### config.mk
export PLATFORM = sky130hd
export DESIGN_NAME = vram_cpu_port
export DESIGN_NICKNAME = d
export VERILOG_FILES = /design/src/rtl/vram_cpu_port.sv
export SDC_FILE = /design/constraint.sdc
export NUM_CORES = 1
export LEC_CHECK = 0
export ABC_AREA = 1
export BUFFER_PORTS_ARGS = -buffer_cell sky130_fd_sc_hd__clkbuf_2
export CORE_UTILIZATION = 45
export DETAILED_ROUTE_END_ITERATION = 8
export GPL_TIMING_DRIVEN = 0
export MAX_ROUTING_LAYER = met4
export PLACE_DENSITY = 0.7
export SLEW_MARGIN = 10
export SYNTH_ARGS = -nofsm -noshare
export SYNTH_HDL_FRONTEND = slang
export SYNTH_SLANG_ARGS = --single-unit
export TNS_END_PERCENT = 100
### constraint.sdc
create_clock -name clk -period 1.7 [get_ports clk]
set_input_delay 0.255 -clock clk [delete_from_list [all_inputs] [get_ports clk]]
set_output_delay 0.255 -clock clk [all_outputs]
set_load 0.03 [all_outputs]
### src/rtl/vram_cpu_port.sv
// vram_cpu_port: host-side initiator for the VDP video RAM.
// Data port: auto-incrementing address with a one-byte read-ahead buffer.
// Control port: two-byte sequence for address load or VDP register write.
// RAM accesses are issued only in cycles the display fetcher leaves free.
// Optional macro VRAM_CPU_OVERRUN_EN adds a sticky flag (overrun/overrun_clr)
// for host strobes dropped while an access is pending.
module vram_cpu_port #(
  parameter int A = 14,
  parameter int D = 8,
  parameter int R = 3
) (
  input  logic         clk,
  input  logic         reset,
  input  logic         cpu_wr,
  input  logic         cpu_rd,
  input  logic         cpu_mode,
  input  logic [D-1:0] cpu_din,
  output logic [D-1:0] cpu_dout,
  output logic         busy,
  input  logic         slot_free,
  output logic         ram_req,
  output logic [A-1:0] ram_addr,
  output logic [D-1:0] ram_din,
  output logic         ram_we,
  input  logic [D-1:0] ram_dout,
  output logic         reg_we,
  output logic [R-1:0] reg_sel,
  output logic [D-1:0] reg_val
`ifdef VRAM_CPU_OVERRUN_EN
  ,
  output logic         overrun,
  input  logic         overrun_clr
`endif
);

  typedef enum logic [1:0] {IDLE, RD_WAIT, RD_CAP, WR_WAIT} state_t;

  state_t       state_reg, state_next;
  logic [A-1:0] addr_reg;
  logic [D-1:0] buf_reg;
  logic [D-1:0] lat_reg;
  logic [D-1:0] wdata_reg;
  logic         toggle_reg;
  logic         reg_we_reg;
  logic [R-1:0] reg_sel_reg;
  logic [D-1:0] reg_val_reg;

  // Strobes are only honoured while idle; a write beats a simultaneous read.
  logic         accept;
  logic         data_wr, data_rd, ctl_first, ctl_second;
  logic [1:0]   cmd;
  logic         addr_load;
  logic         addr_inc;
  logic [13:0]  load_full;

  assign accept     = (state_reg == IDLE);
  assign data_wr    = accept & cpu_wr & ~cpu_mode;
  assign data_rd    = accept & ~cpu_wr & cpu_rd & ~cpu_mode;
  assign ctl_first  = accept & cpu_wr & cpu_mode & ~toggle_reg;
  assign ctl_second = accept & cpu_wr & cpu_mode & toggle_reg;
  assign cmd        = cpu_din[7:6];
  assign addr_load  = ctl_second & ~cmd[1];
  assign load_full  = {cpu_din[5:0], lat_reg};
  assign addr_inc   = ((state_reg == WR_WAIT) & slot_free) | (state_reg == RD_CAP);

  // State register.
  always_ff @(posedge clk) begin
    if (reset) state_reg <= IDLE;
    else       state_reg <= state_next;
  end

  // Next-state logic: strobes start accesses, free slots advance them.
  always_comb begin
    state_next = state_reg;
    case (state_reg)
      IDLE: begin
        if (data_wr)                        state_next = WR_WAIT;
        else if (data_rd)                   state_next = RD_WAIT;
        else if (ctl_second && cmd == 2'b00) state_next = RD_WAIT;
      end
      WR_WAIT: if (slot_free) state_next = IDLE;
      RD_WAIT: if (slot_free) state_next = RD_CAP;
      RD_CAP:  state_next = IDLE;
      default: state_next = IDLE;
    endcase
  end

  // Output logic: RAM ownership is claimed only in a free slot, never in reset.
  always_comb begin
    ram_req = 1'b0;
    ram_we  = 1'b0;
    ram_din = '0;
    busy    = (state_reg != IDLE);
    case (state_reg)
      WR_WAIT: begin
        ram_din = wdata_reg;
        if (slot_free && !reset) begin
          ram_req = 1'b1;
          ram_we  = 1'b1;
        end
      end
      RD_WAIT: if (slot_free && !reset) ram_req = 1'b1;
      default: ;
    endcase
  end

  // Datapath registers: address, read-ahead buffer, control latch and register port.
  always_ff @(posedge clk) begin
    if (reset) begin
      addr_reg    <= '0;
      buf_reg     <= '0;
      lat_reg     <= '0;
      wdata_reg   <= '0;
      toggle_reg  <= 1'b0;
      reg_we_reg  <= 1'b0;
      reg_sel_reg <= '0;
      reg_val_reg <= '0;
    end else begin
      reg_we_reg <= 1'b0;
      if (addr_load)     addr_reg <= A'(load_full);
      else if (addr_inc) addr_reg <= addr_reg + A'(1);
      if (data_wr) begin
        wdata_reg <= cpu_din;
        buf_reg   <= cpu_din;
      end else if (state_reg == RD_CAP) begin
        buf_reg <= ram_dout;
      end
      if (ctl_first) begin
        lat_reg    <= cpu_din;
        toggle_reg <= 1'b1;
      end else if (ctl_second || data_wr || data_rd) begin
        toggle_reg <= 1'b0;
      end
      if (ctl_second && cmd == 2'b10) begin
        reg_we_reg  <= 1'b1;
        reg_sel_reg <= cpu_din[R-1:0];
        reg_val_reg <= lat_reg;
      end
    end
  end

`ifdef VRAM_CPU_OVERRUN_EN
  logic overrun_reg;

  // Sticky drop flag; a new drop outranks a simultaneous clear.
  always_ff @(posedge clk) begin
    if (reset)                                overrun_reg <= 1'b0;
    else if ((cpu_wr || cpu_rd) && !accept)   overrun_reg <= 1'b1;
    else if (overrun_clr)                     overrun_reg <= 1'b0;
  end

  assign overrun = overrun_reg;
`endif

  assign cpu_dout = buf_reg;
  assign ram_addr = addr_reg;
  assign reg_we   = reg_we_reg;
  assign reg_sel  = reg_sel_reg;
  assign reg_val  = reg_val_reg;

endmodule

==> flow_metrics.py, run 1 <==
metrics = {
    "run_status": {
        "result_of_the_run": "finished clean",
    },
    "global_routing": {
        "grt_pass1_vias": 2305,
        "globalRoute.totalOverflow": 0,
        "use_met2_pct": 37.12,
        "use_met3_pct": 5.030,
        "grt_busiest_layer": "met2",
        "met1_usage_pct": 30.46,
        "grt_first_pass_wirelength_um": 10750,
        "grt_use_total_pct": 23.60,
        "antenna_found_initial": 0,
        "grt_max_degree": 17,
    },
    "worst_setup_path": {
        "worstSetupEndpoint": "ram_we",
        "worst_ep_required_time_ns": 1.44,
        "criticalPathCategory": "reg2out",
        "rrSetupSlack_ns": 0.18,
        "reg2reg_to": "ram_addr[12]",
        "critical_path.endpoint_type": "primary output",
        "critical_path_peak_fanout": 9,
        "critical_path.slowest_cell": "dfxtp_1",
        "timing.critical_path.cells": "buf_6 > nand2_2 > nor3_1 > buf_2",
        "setup.worst_path.start": "state_reg[0]",
        "worst_r2r_startpoint": "ram_addr[0]",
        "reg2regPathDepth": 8,
        "crit_path_start_kind": "register",
        "cp_slowest_stage_delay_ns": 0.34,
        "arrival_ns": 1.31,
    },
    "logic_synthesis": {
        "synthesis.instances": 354,
        "synth.net_count": 377,
        "yosysTopAreaCell": "dfxtp_1",
        "post-synth-top-area-fraction_pct": 42.61,
        "unique_cell_type_count_in_the_yosys_netlist": 29,
        "postSynthAreaPerCell_um2": 7.034,
        "mappedNetlistArea_um2": 2490,
        "ys_warn_count": 0,
        "synth_seq_area_share_pct": 42.61,
        "synthesized_flop_and_latch_total": 53,
        "synth_top_cells_by_area": "dfxtp_1 43%, nand2_1 13%, nor2_1 6.6%",
    },
    "timing": {
        "tns_ns": 0,
        "setup_viol_count_final": 0,
        "finalWorstSetupSlack_ns": 0.1311,
        "final_max_slew_viol_count": 0,
        "slew-limit-headroom_pct": 66.54,
        "final-hold-violation-count": 0,
        "worst_pin_slew_ns": 0.5019,
        "timing.fmax_mhz": 637.4,
        "fin_crit_ns": 1.569,
        "finClkSkew_ns": 0.01347,
        "unrepaired_setup_endpoints_after_global_routing": "false",
        "period_share_pct": 92.29,
    },
    "cells_and_area": {
        "area.growth.synth_to_final_pct": 22.21,
        "antenna_cells": 0,
        "post_route_cells_drive_above_1_share_pct": 23.19,
        "post-route-cell-area_um2": 3043,
        "fillerInstances": 514,
        "layout.core_utilization_pct": 58.46,
        "multi_input_area_um2": 1204,
        "layout.area.seq_um2": 1062,
        "largest_register_ffs": 14,
        "layout.nets": 449,
    },
    "routing": {
        "post_drt_wl_per_cell_um": 12.53,
        "drt-vias-per-instance": 4.994,
        "detail_route.wirelength_um": 6227,
        "post-route-drc-count": 0,
        "detailroute.via_count": 2482,
        "dr.first_iter.drc_count": 107,
        "detailedRoute.firstPassIterationCount": 4,
        "postRouteAntennaNets": 0,
    },
    "pwr": {
        "power_leakage_nw": 1.364,
        "post-layout-total-power_mw": 3.651,
        "power.ir.vdd_worst_mv": 0.9938,
        "power_density_nw_per_um2": 1200,
    },
    "job": {
        "max_cap_violations": 0,
    },
    "floorplan": {
        "die-width_um": 76.39,
        "dieHeight_um": 76.39,
        "rows": 26,
        "floorplan.die_area_um2": 5835,
        "top_level_ports": 67,
        "floorplan_core_area_um2": 5205,
        "initial_utilization_pct": 47.84,
    },
    "clock_tree": {
        "cts_setup_buffers": 0,
        "clock_latency_ns": 0.32,
        "numCtsBuffers": 5,
        "cts_num_sinks": 53,
        "clock_tree.root_cell": "clkbuf_8",
        "clk_pin_slew_ns": 0.09,
        "htreeDepth": 2,
        "cts.path.max_buffers": 2,
        "tritoncts_clock_tree": "built",
    },
    "min_path": {
        "min-delay-path-class": "in2reg",
        "min_path_cells": 3,
    },
    "placed_design": {
        "dpl_cell_area_um2": 2903,
        "gp_congestion": 0.8382,
        "dpl_worst_slack_ns": 0.09833,
        "dp_hpwl_um": 4628,
        "port-buffer-count": 65,
    },
}
[worst min-delay path by stage]
stage / from / to
CTS: ram_dout[0] / cpu_dout[0]
detailed placement: wdata_reg[2] / wdata_reg[2]
floorplan: cpu_din[0] / reg_sel[0]
global placement: wdata_reg[4] / wdata_reg[4]
finish: ram_dout[6] / cpu_dout[6]
global route: ram_dout[2] / cpu_dout[2]
[critical path: cells and delay by family (launching register included)]
| family | cells | cell delay, ns |
|---|---|---|
| flip-flops | 1 | 0.34 |
| buffers and inverters | 2 | 0.36 |
| AND/OR/NAND/NOR | 2 | 0.31 |
[routing by layer]
| layer | part of all wire [%] | up-vias | wire length, um |
|---|---|---|---|
| met1 | 48 | 1127 | 3019 |
| met2 | 46 | 55 | 2854 |
| met4 | 1.4 | 0 | 89 |
| met5 | 0 | - | 0 |
| li1 | - | 1289 | - |
| met3 | 4.2 | 11 | 264 |
[layout by cell type (no fill, tap or decap)]
cell	Yosys	routed
o21ai_0	24	24
nor2_2	1	2
clkbuf_1	3	3
a21oi_1	31	31
o211ai_1	1	1
clkinv_1	1	1
nand3_1	24	24
ha_1	1	1
nand2_2	3	4
clkbuf_8	0	5
o21ai_2	3	3
nor3_1	6	6
nand3_2	1	1
xor2_1	4	4
o21ai_1	1	1
buf_4	1	1
nand3b_1	1	1
nand4_1	5	5
clkbuf_2	0	64
nand2_1	85	84
nor2_1	44	43
clkinv_2	0	1
bufinv_16	0	2
dfxtp_1	53	52
buf_6	3	3
or2_1	1	1
inv_2	3	3
nor2_8	2	2
buf_2	4	5
dfxtp_2	0	1
a31oi_1	8	8
nand4_4	1	1
inv_1	38	38
nor2_4	1	1
[cell type report]
type / instances / area share, %
inverters: 42 / 5.181
clock inverters: 3 / 2.138
multi-input cells: 248 / 39.56
repair buffers: 65 / 10.69
well taps: 70 / 2.878
flip-flops and latches: 53 / 34.91
clock buffers: 5 / 2.262
plain buffers: 11 / 2.385
[power by group]
| part | switching [mW] | internal [mW] | leakage [nW] |
|---|---|---|---|
| combinational | 0.779 | 0.338 | 0.865 |
| sequential | 0.119 | 1.41 | 0.431 |
| clock | 0.423 | 0.585 | 0.0681 |
[cells by family (layout without fill, tap and decap cells)]
| logic type | Yosys count | after routing | share of synthesized area, % |
|---|---|---|---|
| compound gates | 68 | 68 | 14.62 |
| xor+xnor | 4 | 4 | 1.407 |
| fa+ha+maj | 1 | 1 | 0.5024 |
| buf+inv | 53 | 126 | 9.246 |
| flops | 53 | 53 | 42.61 |
| simple gates | 175 | 175 | 31.61 |
[synthesized netlist by cell type, drive strengths merged]
| cell | instances |
|---|---|
| inv | 41 |
| o211ai | 1 |
| or2 | 1 |
| nor2 | 48 |
| clkinv | 1 |
| o21ai | 28 |
| ha | 1 |
| nor3 | 6 |
| nand3b | 1 |
| xor2 | 4 |
| nand3 | 25 |
| a31oi | 8 |
| buf | 8 |
| dfxtp | 53 |
| nand2 | 88 |
| nand4 | 6 |
| clkbuf | 3 |
| a21oi | 31 |
[what timing repair did]
| action | in CTS | in global routing |
|---|---|---|
| resized for setup | 2 | 2 |
| hold buffers | 0 | 0 |
| endpoints found under the setup margin | 9 | 4 |
[stage by stage]
step / instances / hold slack, ns
6_report: 497 / 0.1952
4_1_cts: 497 / 0.1853
2_1_floorplan: 354 / 0.3971
3_5_place_dp: 489 / 0.4558
3_3_place_gp: 489 / 0.4523
5_1_grt: 497 / 0.1796
(Power assumes the default switching activity.)
==> run 2, diff against run 1 <==
--- a/config.mk
+++ b/config.mk
@@ -7,11 +7,12 @@
 export LEC_CHECK = 0
 export ABC_AREA = 1
 export BUFFER_PORTS_ARGS = -buffer_cell sky130_fd_sc_hd__clkbuf_2
-export CORE_UTILIZATION = 45
+export CORE_UTILIZATION = 52
 export DETAILED_ROUTE_END_ITERATION = 8
 export GPL_TIMING_DRIVEN = 0
 export MAX_ROUTING_LAYER = met4
-export PLACE_DENSITY = 0.7
+export PLACE_DENSITY = 0.79
+export REMOVE_ABC_BUFFERS = 1
 export SLEW_MARGIN = 10
 export SYNTH_ARGS = -nofsm -noshare
 export SYNTH_HDL_FRONTEND = slang
==> run 2 against run 1 <==
Against the previous run: the flow now finishes with violations (design-rule violations); sequential share of layout area up 1.3 points; maximum frequency down 0.66%; via count is 1.5% lower; sequential power hardly changed; clock-buffer cell count up 2; clock skew is 0.0082 ns lower; largest power group unchanged; sequential cell count unchanged; first-iteration DRC count rose by 28%; clock power fell by 24%; cell area shrank 3.4%; global-route usage increased by 0.88 points.
==> flow_metrics.py, run 2 (synthesis gave the netlist of run 1 again) <==
metrics = {
    "timing": {
        "final_max_slew_viol_count": 0,
        "fin_crit_ns": 1.579,
        "period_share_pct": 92.90,
        "finClkSkew_ns": 0.005291,
        "worst_pin_slew_ns": 0.6193,
        "final-hold-violation-count": 0,
        "setup_viol_count_final": 0,
        "unrepaired_setup_endpoints_after_global_routing": "false",
        "slew-limit-headroom_pct": 58.71,
        "timing.fmax_mhz": 633.2,
        "tns_ns": 0,
    },
    "placed_design": {
        "dp_hpwl_um": 4294,
        "gp_congestion": 0.8398,
        "port-buffer-count": 66,
    },
    "floorplan": {
        "die-width_um": 71.20,
        "initial_utilization_pct": 55.65,
        "rows": 24,
        "floorplan.die_area_um2": 5069,
        "top_level_ports": 67,
        "dieHeight_um": 71.20,
        "floorplan_core_area_um2": 4474,
    },
    "global_routing": {
        "grt_max_degree": 29,
        "globalRoute.totalOverflow": 0,
        "grt_first_pass_wirelength_um": 9549,
        "antenna_found_initial": 0,
        "grt_pass1_vias": 2231,
        "grt_use_total_pct": 24.48,
    },
    "worst_setup_path": {
        "cp_slowest_stage_delay_ns": 0.42,
        "critical_path.slowest_cell": "dfxtp_1",
        "crit_path_start_kind": "register",
        "critical_path.endpoint_type": "register",
        "critical_path_peak_fanout": 7,
        "top_cell_family_by_delay_on_the_critical_path": "simple AND/OR/NAND/NOR gates",
        "arrival_ns": 1.76,
        "criticalPathCategory": "reg2reg",
        "critPathBufInv": 0,
        "worst_ep_required_time_ns": 1.88,
        "timing.critical_path.cells": "ha_1 > nand2_1 > nor2_2 > nand3_1 > nand3_1 > nand2_1 > a21oi_1 > nor2_1",
    },
    "cells_and_area": {
        "antenna_cells": 0,
        "final_common_cell": "nand2_1",
        "layout_common_cells": "83 x nand2_1, 66 x clkbuf_2, 51 x dfxtp_1, 43 x nor2_1, 38 x inv_1",
        "area.growth.synth_to_final_pct": 18.09,
        "largest_register_ffs": 14,
        "post_route_cells_drive_above_1_share_pct": 23.21,
        "layout.nets": 440,
    },
    "clock_tree": {
        "clk_pin_slew_ns": 0.09,
        "numCtsBuffers": 5,
        "clock_tree.root_cell": "clkbuf_8",
        "cts_num_sinks": 53,
        "clock_latency_ns": 0.30,
        "tritoncts_clock_tree": "built",
        "htreeDepth": 2,
        "cts.path.max_buffers": 2,
        "hold_buffers": 0,
    },
    "routing": {
        "detailroute.via_count": 2444,
        "detail_route.wirelength_um": 5798,
        "routed.top_layer": "met4",
        "post_drt_wl_per_cell_um": 12.34,
        "post-route-drc-count": 3,
        "dr.first_iter.drc_count": 137,
        "routed-wl-met2_um": 2832,
        "drt-vias-per-instance": 5.200,
        "postRouteAntennaNets": 0,
        "met3RoutedLength_um": 216,
        "wl_met1_um": 2694,
        "detailedRoute.firstPassIterationCount": 7,
    },
    "min_path": {
        "min-delay-path-class": "in2reg",
    },
    "pwr": {
        "power_leakage_nw": 1.318,
        "power.ir.vdd_worst_mv": 0.7377,
        "post-layout-total-power_mw": 3.375,
        "power_density_nw_per_um2": 1148,
    },
    "job": {
        "max_cap_violations": 0,
    },
    "run_status": {
        "violations": "design-rule violations",
        "result_of_the_run": "finished, violations left",
    },
}
## run 2: cell types whose count changed in the layout (fill, tap and decap cells not counted), moves of 2 or more
| cell | before | now |
|---|---|---|
| clkbuf_8 | 5 | 7 |
| buf_6 | 3 | 0 |
| bufinv_16 | 2 | 0 |
| clkbuf_1 | 3 | 0 |
| clkbuf_2 | 64 | 66 |
| buf_2 | 5 | 0 |
## run 2: final timing paths
| path | end | startpoint | cells past startpoint | slack (ns) |
|---|---|---|---|---|
| max | ram_addr[8] | ram_addr[0] | 8 | 0.12 |
| max reg2reg | ram_addr[8] | ram_addr[0] | 8 | 0.12 |
| min | cpu_dout[4] | ram_dout[4] | 3 | 0.20 |
| min reg2reg | wdata_reg[5] | wdata_reg[5] | 2 | 0.47 |
## run 2: layout make-up
class	count	area [um^2]
Clock buffer	7	96.34
Inverter	42	161.4
Timing Repair Buffer	67	337.8
Tap cell	52	65.06
Clock inverter	1	5.005
Multi-Input combinational cell	248	1211
Sequential cell	53	1064
Fill cell	420	1534
## run 2: report_power, final
part / internal, mW / switching [mW] / leakage (nW)
Combinational: 0.308 / 0.738 / 0.833
Sequential: 1.41 / 0.149 / 0.431
Clock: 0.369 / 0.400 / 0.0542
Total: 2.09 / 1.29 / 1.32
## run 2: worst reg2reg max path, stage by stage (launching register included)
cell	delay (ns)
dfxtp_1	0.42
ha_1	0.21
nand2_1	0.09
nor2_2	0.25
nand3_1	0.12
nand3_1	0.11
nand2_1	0.06
a21oi_1	0.13
nor2_1	0.05
## run 2: per-layer routing
metal | GRT usage [%] | up-vias
li1 | - | 1270
met1 | 29.34 | 1119
met2 | 40.85 | 51
met3 | 4.701 | 4
met4 | 8.889 | 0
met5 | - | -
## run 2: per-stage QoR
step | cells | util (%) | setup slack (ns) | cell area, um^2 | hold WS (ns)
finish | 470 | 65.72 | 0.1208 | 2940 | 0.2019
global route | 470 | 65.72 | 0.003884 | 2940 | 0.2027
CTS | 469 | 65.21 | 0.008014 | 2918 | 0.1912
detailed placement | 461 | 62.86 | -0.3188 | 2813 | 0.4599
global placement | 461 | 62.86 | -0.3195 | 2813 | 0.4535
floorplan | 343 | - | 0.04333 | 2417 | 0.3241
## run 2: timing repair
| item | CTS | global route |
|---|---|---|
| hold endpoints to repair | 0 | 0 |
| setup buffers | 0 | 1 |
| endpoints found under the setup margin | 13 | 40 |
| gates resized for setup | 2 | 5 |
| pin swaps | 0 | 0 |
